File: src/rtl/booth_pkg.sv
// Shared widths and Booth recode table for the radix-4 multiplier datapath and its controller.
package booth_pkg;

  localparam int unsigned N  = 8;
  localparam int unsigned AW = N + 2;
  localparam int unsigned CW = (N / 2 > 2) ? $clog2(N / 2) : 1;
  localparam int unsigned PW = 2 * N;

  // Strobe triple issued by the controller for one Booth window {Q[1], Q[0], Qm1}.
  typedef struct packed {
    logic add;  // c2
    logic dbl;  // c3
    logic sub;  // c4
  } booth_op_t;

  localparam booth_op_t OpNone   = '{add: 1'b0, dbl: 1'b0, sub: 1'b0};
  localparam booth_op_t OpPlusM  = '{add: 1'b1, dbl: 1'b0, sub: 1'b0};
  localparam booth_op_t OpPlus2M = '{add: 1'b1, dbl: 1'b1, sub: 1'b0};
  localparam booth_op_t OpMinus2M = '{add: 1'b1, dbl: 1'b1, sub: 1'b1};
  localparam booth_op_t OpMinusM = '{add: 1'b1, dbl: 1'b0, sub: 1'b1};

  function automatic booth_op_t booth_recode(input logic [2:0] win);
    booth_op_t op;
    unique case (win)
      3'b001, 3'b010: op = OpPlusM;
      3'b011:         op = OpPlus2M;
      3'b100:         op = OpMinus2M;
      3'b101, 3'b110: op = OpMinusM;
      default:        op = OpNone;
    endcase
    return op;
  endfunction

endpackage

File: src/rtl/booth_radix4_datapath_if.sv
// Strobe/status bundle between the Booth controller (master) and datapath (slave).
interface booth_radix4_datapath_if;
  import booth_pkg::*;

  logic [N-1:0]  inbus;
  logic          c0, c1, c2, c3, c4, c5, c6;
  logic          q1, q0, q;
  logic          is_count_3;
  logic [PW-1:0] prod;

  modport master (
    output inbus, c0, c1, c2, c3, c4, c5, c6,
    input  q1, q0, q, is_count_3, prod
  );

  modport slave (
    input  inbus, c0, c1, c2, c3, c4, c5, c6,
    output q1, q0, q, is_count_3, prod
  );

endinterface

File: src/rtl/booth_addsub.sv
// Combinational (N+2)-bit accumulator update: A +/- M or A +/- 2M, modulo 2^(N+2).
module booth_addsub
  import booth_pkg::*;
(
  input  logic [AW-1:0] a,
  input  logic [N-1:0]  m,
  input  logic          c3,
  input  logic          c4,
  output logic [AW-1:0] sum
);

  logic [AW-1:0] operand;

  always_comb begin
    operand = c3 ? {m[N-1], m, 1'b0} : {{2{m[N-1]}}, m};
    sum     = c4 ? (a - operand) : (a + operand);
  end

endmodule

File: src/rtl/booth_radix4_datapath.sv
// Radix-4 Booth datapath: M/A/Q/Qm1 registers, 2-bit arithmetic shifter, iteration counter
// and product latch, driven by controller strobes c0..c6.
module booth_radix4_datapath
  import booth_pkg::*;
(
  input  logic                     clk,
  input  logic                     rst_b,
  booth_radix4_datapath_if.slave   bus
);

  localparam logic [CW-1:0] LastCnt = CW'(N / 2 - 1);
  localparam int unsigned   SW      = AW + N + 1;

  logic [N-1:0]  m_q, m_d;
  logic [AW-1:0] a_q, a_d;
  logic [N-1:0]  q_q, q_d;
  logic          qm1_q, qm1_d;
  logic [CW-1:0] cnt_q, cnt_d;
  logic [PW-1:0] prod_q, prod_d;

  logic [AW-1:0] a_sum;
  logic [SW+1:0] shift_in;

  booth_addsub u_addsub (
    .a   (a_q),
    .m   (m_q),
    .c3  (bus.c3),
    .c4  (bus.c4),
    .sum (a_sum)
  );

  // Two copies of the sign above A give the arithmetic shift by 2 over {A,Q,Qm1}.
  assign shift_in = {a_q[AW-1], a_q[AW-1], a_q, q_q, qm1_q};

  always_comb begin
    m_d    = bus.c0 ? bus.inbus : m_q;
    prod_d = bus.c6 ? {a_q[N-1:0], q_q} : prod_q;
    a_d    = a_q;
    q_d    = q_q;
    qm1_d  = qm1_q;
    cnt_d  = cnt_q;
    if (bus.c1) begin
      a_d   = '0;
      q_d   = bus.inbus;
      qm1_d = 1'b0;
      cnt_d = '0;
    end else if (bus.c2) begin
      // Add wins over shift; the shift and count step are dropped entirely.
      a_d = a_sum;
    end else if (bus.c5) begin
      a_d   = shift_in[SW+1:N+3];
      q_d   = shift_in[N+2:3];
      qm1_d = shift_in[2];
      cnt_d = (cnt_q == LastCnt) ? '0 : cnt_q + 1'b1;
    end
  end

  always_ff @(posedge clk or negedge rst_b) begin
    if (!rst_b) begin
      m_q    <= '0;
      a_q    <= '0;
      q_q    <= '0;
      qm1_q  <= 1'b0;
      cnt_q  <= '0;
      prod_q <= '0;
    end else begin
      m_q    <= m_d;
      a_q    <= a_d;
      q_q    <= q_d;
      qm1_q  <= qm1_d;
      cnt_q  <= cnt_d;
      prod_q <= prod_d;
    end
  end

  assign bus.q1         = q_q[1];
  assign bus.q0         = q_q[0];
  assign bus.q          = qm1_q;
  assign bus.is_count_3 = (cnt_q == LastCnt);
  assign bus.prod       = prod_q;

endmodule

File: src/flat_wrapper.sv
// flat-port wrapper written by rule: the top's interface ports become plain ports
module booth_radix4_datapath_flat import booth_pkg::*;
  (clk, rst_b, bus_inbus, bus_c0, bus_c1, bus_c2, bus_c3, bus_c4, bus_c5, bus_c6, bus_q1, bus_q0, bus_q, bus_is_count_3, bus_prod);
  booth_radix4_datapath_if bus_i ();
  input  logic clk;
  input  logic rst_b;
  input wire logic [$bits(bus_i.inbus)-1:0] bus_inbus;
  input wire logic [$bits(bus_i.c0)-1:0] bus_c0;
  input wire logic [$bits(bus_i.c1)-1:0] bus_c1;
  input wire logic [$bits(bus_i.c2)-1:0] bus_c2;
  input wire logic [$bits(bus_i.c3)-1:0] bus_c3;
  input wire logic [$bits(bus_i.c4)-1:0] bus_c4;
  input wire logic [$bits(bus_i.c5)-1:0] bus_c5;
  input wire logic [$bits(bus_i.c6)-1:0] bus_c6;
  output wire logic [$bits(bus_i.q1)-1:0] bus_q1;
  output wire logic [$bits(bus_i.q0)-1:0] bus_q0;
  output wire logic [$bits(bus_i.q)-1:0] bus_q;
  output wire logic [$bits(bus_i.is_count_3)-1:0] bus_is_count_3;
  output wire logic [$bits(bus_i.prod)-1:0] bus_prod;
  assign bus_i.inbus = bus_inbus;
  assign bus_i.c0 = bus_c0;
  assign bus_i.c1 = bus_c1;
  assign bus_i.c2 = bus_c2;
  assign bus_i.c3 = bus_c3;
  assign bus_i.c4 = bus_c4;
  assign bus_i.c5 = bus_c5;
  assign bus_i.c6 = bus_c6;
  assign bus_q1 = bus_i.q1;
  assign bus_q0 = bus_i.q0;
  assign bus_q = bus_i.q;
  assign bus_is_count_3 = bus_i.is_count_3;
  assign bus_prod = bus_i.prod;
  booth_radix4_datapath u_core (.clk(clk), .rst_b(rst_b), .bus(bus_i));
endmodule
File: config.mk
export PLATFORM = sky130hd
export DESIGN_NAME = booth_radix4_datapath_flat
export DESIGN_NICKNAME = d
export VERILOG_FILES = /design/src/rtl/booth_pkg.sv /design/src/rtl/booth_radix4_datapath_if.sv /design/src/rtl/booth_addsub.sv /design/src/rtl/booth_radix4_datapath.sv /design/src/flat_wrapper.sv
export SDC_FILE = /design/constraint.sdc
export NUM_CORES = 1
export LEC_CHECK = 0
export CORE_MARGIN = 4
export CORE_UTILIZATION = 39
export CTS_BUF_LIST = sky130_fd_sc_hd__clkbuf_2 sky130_fd_sc_hd__clkbuf_4 sky130_fd_sc_hd__clkbuf_8
export CTS_CLUSTER_DIAMETER = 100
export DETAILED_ROUTE_END_ITERATION = 7
export GPL_TIMING_DRIVEN = 0
export HOLD_SLACK_MARGIN = 0.06
export PLACE_DENSITY = 0.61
export SLEW_MARGIN = 40
export SYNTH_ARGS = -nofsm -noshare
export SYNTH_HDL_FRONTEND = slang
export SYNTH_SLANG_ARGS = --single-unit
File: constraint.sdc
create_clock -name clk -period 2.8 [get_ports clk]
set_input_delay 0.56 -clock clk [delete_from_list [all_inputs] [get_ports clk]]
set_output_delay 0.56 -clock clk [all_outputs]
set_load 0.05 [all_outputs]
==> summary.txt <==
Global route
  • Largest net degree at the start of global routing: 42
  • Vias in the first global route: 2072
  • Initial antenna violation count: 0
  • Gr usage total: 0.152
  • First-pass GRT wire length: 10.2 mm
  • Total congestion overflow: 0

STA
  • Max Clk Rate: 329 MHz
  • Worst clock skew: 0.00445 ns
  • Setup ws final: -0.239 ns
  • Setup-failing EPs final: 2
  • Tightest Pin Transition: 0.566 ns
  • Period minus WS final: 3.04 ns
  • Total negative slack: -0.281 ns
  • Slew headroom: 0.622
  • Count of final hold-check violations: 0
  • Period Utilization, post-route: 1.09
  • Fin. max-slew vios: 0
  • RSZ-0062 raised after global routing: yes

Finish
  • NumNets Final: 349
  • Post-route non-filler standard cell count: 397
  • Ant. Diodes: 0
  • Share of cells above drive strength 1: 0.247
  • Fillcell total: 605
  • Area Growth Syn to Fin: 32.2%
  • Design Area, Final: 3510 µm²

Die
  • Core Rows: 29
  • Die Span Y: 90.5 µm
  • IO Pins: 37
  • Die footprint: 8200 µm²
  • Starting density of the core: 0.409
  • Core Area: 6490 µm²
  • Die Wd: 90.5 µm

Yosys
  • Largest cells by area after synthesis: dfrtp_1, mux2_2, mux2i_1, ha_1, o21ai_0
  • Post-Synthesis Cells: 265
  • Area leader, netlist: dfrtp_1
  • Cell Area, Synth: 2660 µm²
  • YS warnings: 0
  • Synth unique cells: 40
  • Seq/Total Area, Yosys: 0.424
  • Yosys top cell area share: 0.424
  • Syn avg cell area: 10.0 µm²
  • Syn_nets: 294
  • FF+latch count, synth: 45

Clock tree
  • CTS tree: built
  • Depth of the CTS H-tree: 2
  • CTS Buf Count: 5
  • Clk root buf: clkbuf_8
  • Clock Tree Buf Depth: 2
  • Sink Count: 45
  • Clock latency on the worst-skew pair: 0.29 ns
  • Reg clk slew, reported paths: 0.08 ns

Worst setup path
  • CP Launch Type: input port
  • Worst endpoint required time: 2.98 ns
  • Crit path capture type: flip-flop
  • Worst R2R Start: u_core.m_q[0]
  • CP peak stage delay: 0.35 ns
  • Start point of the critical path: bus_c3
  • Critical path cell sequence: clkbuf_16 -> clkbuf_8 -> nor2b_4 -> inv_1 -> ha_2 -> nor3b_4 -> o2111a_1 -> nor2_1 -> xor2_1 -> o21ai_1 -> ha_1 -> and2_4 -> nand3_4 -> a21oi_4 -> nor3_4 -> nor3_2 -> mux2_4
  • Critical path type: input port to flip-flop
  • Slowest CP cell: ha_1
  • Worst EP arrival: 3.22 ns
  • Crit path max fanout: 10

Hold path
  • Worst Min Path Start: u_core.bus.prod[13]
  • Hold/Removal Path Class: flip-flop to flip-flop

Power and ir drop
  • Pwr Density: 634 nW/µm²
  • Leak: 1.55 nW
  • Total power: 2.23 mW
  • Maximum vdd drop: 0.275 mV

Place
  • Post-place setup slack: -1.05 ns
  • Dpl cells: 376
  • Gpl congestion: 0.811
  • Dpl cell area: 3170 µm²
  • Port Buffers: 33
  • DP Wirelength: 4.49 mm

Drt
  • DR DRC count: 0
  • Via/cell ratio: 5.41
  • Remaining antenna violation count after routing: 0
  • Via count: 2149
  • Drt wl/cell: 15.6 µm
  • Overall routed net length: 6.20 mm
  • DRT iter0 DRCs: 58
  • DRT Pass-1 Iters: 4

Run status
  • Outcome: finished, violations left
  • Violated checks: setup timing

Job
  • Max_cap viols: 0
==> path summary, 6_finish.rpt <==
check / endpoint / slack, ns / cells after the start
worst min register to register: u_core.bus.prod[13] / 0.51 / 1
max in group asynchronous: u_core.m_q[0] / 1.74 / 3
worst max register to register: u_core.a_q[9] / -0.20 / 14
worst min-delay path: u_core.bus.prod[13] / 0.51 / 1
min in group asynchronous: u_core.a_q[5] / 0.61 / 2
worst max-delay path: u_core.a_q[9] / -0.24 / 17
==> critical path, delay by kind of cell <==
family	cells	cell delay [ns]
mux	1	0.31
buf+inv	3	0.35
compound gates	3	0.42
xor+xnor	1	0.15
fa+ha+maj	2	0.53
simple gates	7	0.89
==> synth_stat cells <==
library cell  count
a211oi_1          9
a21boi_0          1
a21o_1            2
a21oi_1          15
a221oi_1          2
a31o_2            1
a31oi_1           5
and2_1            1
buf_1             2
buf_2             2
buf_4             1
buf_6             1
clkbuf_1         11
dfrtp_1          45
fa_1              1
ha_1             11
inv_1             8
mux2_2           22
mux2_4            1
mux2i_1          19
nand2_1          19
nand2b_1          6
nand3_1           4
nor2_1           20
nor2b_1           6
nor3_1            4
nor3_2            1
nor3b_1           2
nor4_4            1
o2111a_1          1
o2111ai_1         1
o211a_1           1
o211ai_1          1
o21a_1            1
o21ai_0          24
o221ai_1          1
o31ai_1           1
or3_1             1
xnor2_1           5
xor2_1            5
==> area by class of cell <==
type | instances | area (µm²) | share of cell area
timing repair buffer | 49 | 465 | 0.133
tap | 77 | 96.3 | 0.0274
clock inverter | 2 | 35.0 | 0.00998
buffer | 16 | 124 | 0.0353
inverter | 8 | 30.0 | 0.00855
multi-input combinational | 195 | 1560 | 0.445
sequential | 45 | 1130 | 0.321
clock buffer | 5 | 68.8 | 0.0196
==> layer usage <==
layer / up-vias / track usage / wire [µm]
met1: 1042 / 0.214 / 2960
met4: 0 / 0.0268 / 32
met2: 47 / 0.246 / 2990
met5: - / 0 / 0
li1: 1055 / - / -
met3: 5 / 0.0292 / 211
==> report_power, final <==
| part | internal, mW | total, mW | switching, mW | leakage (nW) |
|---|---|---|---|---|
| combinational | 0.421 | 0.938 | 0.517 | 0.933 |
| clock | 0.260 | 0.474 | 0.215 | 0.0540 |
| sequential | 0.740 | 0.815 | 0.0747 | 0.566 |
==> registers in the layout, indices dropped and copies added (netlist names) <==
name and count:
u_core.a_q 10, u_core.m_q 8, u_core.cnt_q 2, u_core.bus.prod 16, u_core.q_q 8, u_core.bus.q 1
==> cells by family (layout without fill, tap and decap cells) <==
group,Yosys count,count (layout),synth area share
AO/OA/AOI/OAI,66,66,0.152
AND/OR/NAND/NOR,65,65,0.121
flip-flops,45,45,0.424
multiplexers,42,42,0.171
buffers and inverters,25,80,0.0405
adder cells (fa/ha/maj),12,12,0.0593
XOR/XNOR,10,10,0.0330
==> stage by stage <==
stage          hold WS [ns]   util
3_3_place_gp          0.489  0.485
5_1_grt               0.526  0.541
4_1_cts              0.0626  0.524
2_1_floorplan         0.264      -
3_5_place_dp          0.382  0.488
6_report              0.509  0.541
==> cell usage in the layout, fill, tap and decap left out, types with 3 or more instances in the layout <==
cell,n
clkbuf_8,8
xnor2_1,5
o21ai_0,17
mux2_2,22
ha_2,3
o21ai_1,5
buf_4,16
mux2i_1,18
nor2_1,19
clkdlybuf4s50_1,31
nand3_1,3
a211oi_1,9
nand2b_1,6
nor2b_1,4
dfrtp_1,44
xor2_1,5
a31oi_1,4
clkbuf_1,7
nor3_1,3
nand2_1,18
a21oi_1,11
ha_1,8
inv_1,8
==> what timing repair did <==
action | in CTS | in global routing
endpoints found under the setup margin | 8 | 6
hold buffers | 0 | 1
pin swaps | 10 | 13
endpoints found under the hold margin | 0 | 4
setup buffers | 7 | 7
gates resized for setup | 23 | 13
No activity file was read; power rests on OpenSTA's default activity.
